===== src/rtl/gray_updown_counter.sv =====
// Parametrised up/down Gray-code counter with enable, binary/Gray load and wrap-or-saturate ends.
// Binary and Gray outputs are registered from the same next value, so they never disagree.
module gray_updown_counter #(
  parameter int              WIDTH   = 4,
  parameter bit              WRAP    = 1'b1,
  parameter logic [WIDTH-1:0] RST_VAL = '0
) (
  input  logic             clk,
  input  logic             rst,
  input  logic             en,
  input  logic             up,
  input  logic             load,
  input  logic             load_gray,
  input  logic [WIDTH-1:0] load_val,
  output logic [WIDTH-1:0] bin_count,
  output logic [WIDTH-1:0] gray_count,
  output logic             wrapped,
  output logic             sat
);

  localparam logic [WIDTH-1:0] MAX_VAL = '1;
  localparam logic [WIDTH-1:0] ONE     = WIDTH'(1);

  logic [WIDTH-1:0] load_dec;
  logic [WIDTH-1:0] load_bin;
  logic [WIDTH-1:0] next_bin;
  logic             next_wrapped;
  logic             next_sat;
  logic             at_end;
  logic             load_blocks;

  always_comb begin
    load_dec            = '0;
    load_dec[WIDTH-1]   = load_val[WIDTH-1];
    for (int i = WIDTH - 2; i >= 0; i--) begin
      load_dec[i] = load_dec[i+1] ^ load_val[i];
    end
  end

  assign load_bin    = load_gray ? load_dec : load_val;
  assign at_end      = up ? (bin_count == MAX_VAL) : (bin_count == '0);
  // A freshly loaded end value already blocks the direction currently selected.
  assign load_blocks = up ? (load_bin == MAX_VAL) : (load_bin == '0);

  always_comb begin
    next_bin     = bin_count;
    next_wrapped = 1'b0;
    next_sat     = sat;
    if (load) begin
      next_bin = load_bin;
      next_sat = !WRAP && load_blocks;
    end else if (en) begin
      if (!at_end) begin
        next_bin = up ? (bin_count + ONE) : (bin_count - ONE);
        next_sat = 1'b0;
      end else if (WRAP) begin
        next_bin     = up ? '0 : MAX_VAL;
        next_wrapped = 1'b1;
      end else begin
        next_sat = 1'b1;
      end
    end
    if (WRAP) next_sat = 1'b0;
  end

  always_ff @(posedge clk) begin
    if (rst) begin
      bin_count  <= RST_VAL;
      gray_count <= RST_VAL ^ (RST_VAL >> 1);
      wrapped    <= 1'b0;
      sat        <= 1'b0;
    end else begin
      bin_count  <= next_bin;
      gray_count <= next_bin ^ (next_bin >> 1);
      wrapped    <= next_wrapped;
      sat        <= next_sat;
    end
  end

endmodule


===== config.mk =====
export PLATFORM = sky130hd
export DESIGN_NAME = gray_updown_counter
export DESIGN_NICKNAME = d
export VERILOG_FILES = /design/src/rtl/gray_updown_counter.sv
export SDC_FILE = /design/constraint.sdc
export NUM_CORES = 1
export LEC_CHECK = 0
export CORE_AREA = 5 5 42 44
export CTS_CLUSTER_SIZE = 14
export DETAILED_ROUTE_END_ITERATION = 12
export DIE_AREA = 0 0 47 49
export GPL_TIMING_DRIVEN = 0
export PLACE_DENSITY_LB_ADDON = 0.12
export SYNTH_ARGS = -nofsm -noshare
export SYNTH_HDL_FRONTEND = slang
export SYNTH_SLANG_ARGS = --single-unit

===== constraint.sdc =====
create_clock -name clk -period 3.8 [get_ports clk]
set_input_delay 0.76 -clock clk [delete_from_list [all_inputs] [get_ports clk]]
set_output_delay 0.76 -clock clk [all_outputs]
set_load 0.05 [all_outputs]

==> reports/results.ini <==
[sta]
setup_viol = 0
hold_violations = 0
finalMaxSlewViolations = 0
fin_crit_ns = 2.89
fmax_mhz = 346
slew_headroom_pct = 66.7
finalSetupTns_ns = 0
rsz0062_at_grt = false
fin_worst_skew_ns = 0.000323
worst_pin_slew_ns = 0.497
period_share_pct = 76.0

[cts]
clkTransAtPathRegs_ns = 0.05
cts.sinks = 8
cts_resized = 0
cts.path.max_buffers = 2
clk_latency_ns = 0.24
root_buffer = clkbuf_4
cts_hold_buf = 0
cts_buffers = 3
cts_tree = built
cts_max_level = 1
post_cts_buffers = 0

[worst_setup_path]
crit_arrival_ns = 3.02
cp_max_fo = 6
rr_endpoint = gray_count[0]$_SDFF_PP0_
cp-end-kind = flop
rrSetupSlack_ns = 1.69
worstPathCellList = clkdlybuf4s50_1 > inv_1 > ha_1 > a21o_1 > a2111o_1 > a311o_1 > and3_4 > mux2i_1
critPathMaxStageDelay_ns = 0.60
cpLargestDelayFamily = compound AO/OA/AOI/OAI gates
cpMaxStageDelayCell = clkdlybuf4s50_1
reg2reg_depth = 6
required_ns = 3.93
cp-start-kind = input port
cp_num_buf_inv = 2
cp-startpoint = up
r2r_start = bin_count[0]$_SDFF_PP0_
critPathKind = input port to flop

[power_and_ir_drop]
combPwrFrac_pct = 45.7
p_int_w = 0.000188
p_clk_share_pct = 20.1
switching_share_pct = 37.9
power_density_nw_per_um2 = 366
peakVddDrop_v = 0.000302
leakagePower_nw = 0.343
power.switching_w = 0.000115
p_total_w = 0.000303
pwr-share-seq_pct = 34.2

[yosys]
yosysTopAreaCell = dfxtp_1
synth_area_leaders = dfxtp_1, xor2_1, mux2i_1, ha_1, a21o_1
async_reset_ff_share_pct = 0
synth_ff_type = dfxtp_1
yosysSeqAreaShare_pct = 26.4
syn_inst = 71
syn-num-nets = 84
synth_edf_count = 0
synth_top_cell_area_share_pct = 26.4
synth.distinct_cells = 34
yosysWarnings = 0
yosysMostFrequentCell = dfxtp_1
avgSynthCellArea_um2 = 8.53
ys_seq_elements = 8
synth_commonest_cells = dfxtp_1, inv_1
netlist_area_um2 = 606

[finish]
antenna_cells = 0
finalNetCount = 107
syn_to_final_growth_pct = 36.8
final_area_um2 = 828
drive_above_1_share_pct = 10.9
fin_cells = 108
post-route-util_pct = 59.1

[drt]
drt-met1-wl_um = 568
ant_nets = 0
dr_wl_met2_um = 625
drt_wl_total_mm = 1.32
wl_met3_um = 116
routed_via_density = 5.45
highest_layer = met4
drtIter0Drc = 11
firstDrtPassIters = 4
drc = 0
vias = 589
avgRoutedWirePerCell_um = 12.3

[die]
boundaryPins = 20
die_area_um2 = 2300
die_h_um = 49
die_w_um = 47
initial_core_util_pct = 43.2
fp-row-count = 14
core_area_um2 = 1400

[min_path]
min_from = bin_count[3]$_SDFF_PP0_
whs_endpoint = bin_count[3]$_SDFF_PP0_
hold_path_depth = 4
hp-class = flop to flop

[placement]
place_congestion = 0.781
placed_area_um2 = 806
hpwl_mm = 1.06
dpl.cell_count = 105
portBuffers = 18

[global_routing]
first_global_vias = 510
grt_usage_pct = 12.6
grt_max_degree = 11
grt_remaining_overflow = 0
antenna_found_initial = 0
grt_pass1_wl_mm = 2.13

[run_status]
status = complete, no violations

[job]
maxCapViolCount = 0

-- worst min-delay path, stage by stage (launching register included) --
cell	delay [ns]
dfxtp_1	0.37
inv_1	0.08
a311o_1	0.10
and3_4	0.18
nor2_1	0.04
-- worst max path at each step --
stage	to	slack, ns	cells after the start
after global routing	gray_count[2]$_SDFF_PP0_	0.83	8
final	gray_count[2]$_SDFF_PP0_	0.91	8
after CTS	gray_count[2]$_SDFF_PP0_	0.92	8
after floorplan	gray_count[2]$_SDFF_PP0_	1.44	7
after detailed placement	gray_count[2]$_SDFF_PP0_	0.67	8
after global placement	gray_count[2]$_SDFF_PP0_	0.69	8
-- cells by family (layout without fill, tap and decap cells) --
logic type	count (synthesis)	after routing	synth area share, %
AOI/OAI and AO/OA	17	17	21.7
xor gates and xnor gates	6	6	8.68
adders and majority gates	3	3	7.44
buffers and inverters	9	30	6.82
DFF	8	8	26.4
muxes	4	4	6.82
other	1	1	0.619
and+or+nand+nor	23	23	21.5
-- area by class of cell --
cell class | instances | area [µm²]
Inverter | 6 | 22.5
Multi-Input combinational cell | 54 | 404
Fill cell | 135 | 573
Sequential cell | 8 | 160
Tap cell | 16 | 20.0
Timing Repair Buffer | 18 | 180
Buffer | 3 | 18.8
Clock buffer | 3 | 22.5
-- metrics by stage --
step	hold slack [ns]	worst slack, ns
3_3_place_gp	0.779	0.688
6_report	0.803	0.913
4_1_cts	0.800	0.924
3_5_place_dp	0.791	0.670
2_1_floorplan	0.832	1.44
5_1_grt	0.831	0.832
-- registers in the layout, indices dropped and copies added, names as in the netlist --
| register | count |
|---|---|
| bin_count | 4 |
| gray_count | 3 |
| wrapped | 1 |
-- layer usage --
layer | vias up | global-route usage [%]
met1 | 254 | 15.0
met5 | - | 0
met4 | 0 | 3.69
met2 | 28 | 19.2
met3 | 2 | 6.64
li1 | 305 | -
-- cells in the final DEF (no fill, tap or decap), types with 2 or more instances in the layout --
cell type	count
nand4_1	2
o21ai_0	3
o32ai_1	2
a21o_1	3
xnor2_1	2
nand2_1	4
clkbuf_4	3
a21oi_1	2
dfxtp_1	8
nand2b_1	2
buf_4	2
nor2_1	4
xor2_1	4
clkdlybuf4s50_1	18
mux2i_1	3
inv_1	6
nor3_1	4
ha_1	2
-- power groups by stage --
stage	Combinational (W)	Sequential (W)	Clock (W)
6_report	0.000138	0.000103	0.0000610
5_1_grt	0.000149	0.000104	0.0000729
4_1_cts	0.000140	0.000103	0.0000648
3_5_place_dp	0.000139	0.000105	0
3_3_place_gp	0.000138	0.000105	0
2_1_floorplan	0.0000608	0.000137	0
Note: power is estimated with default switching activity, not from simulation.
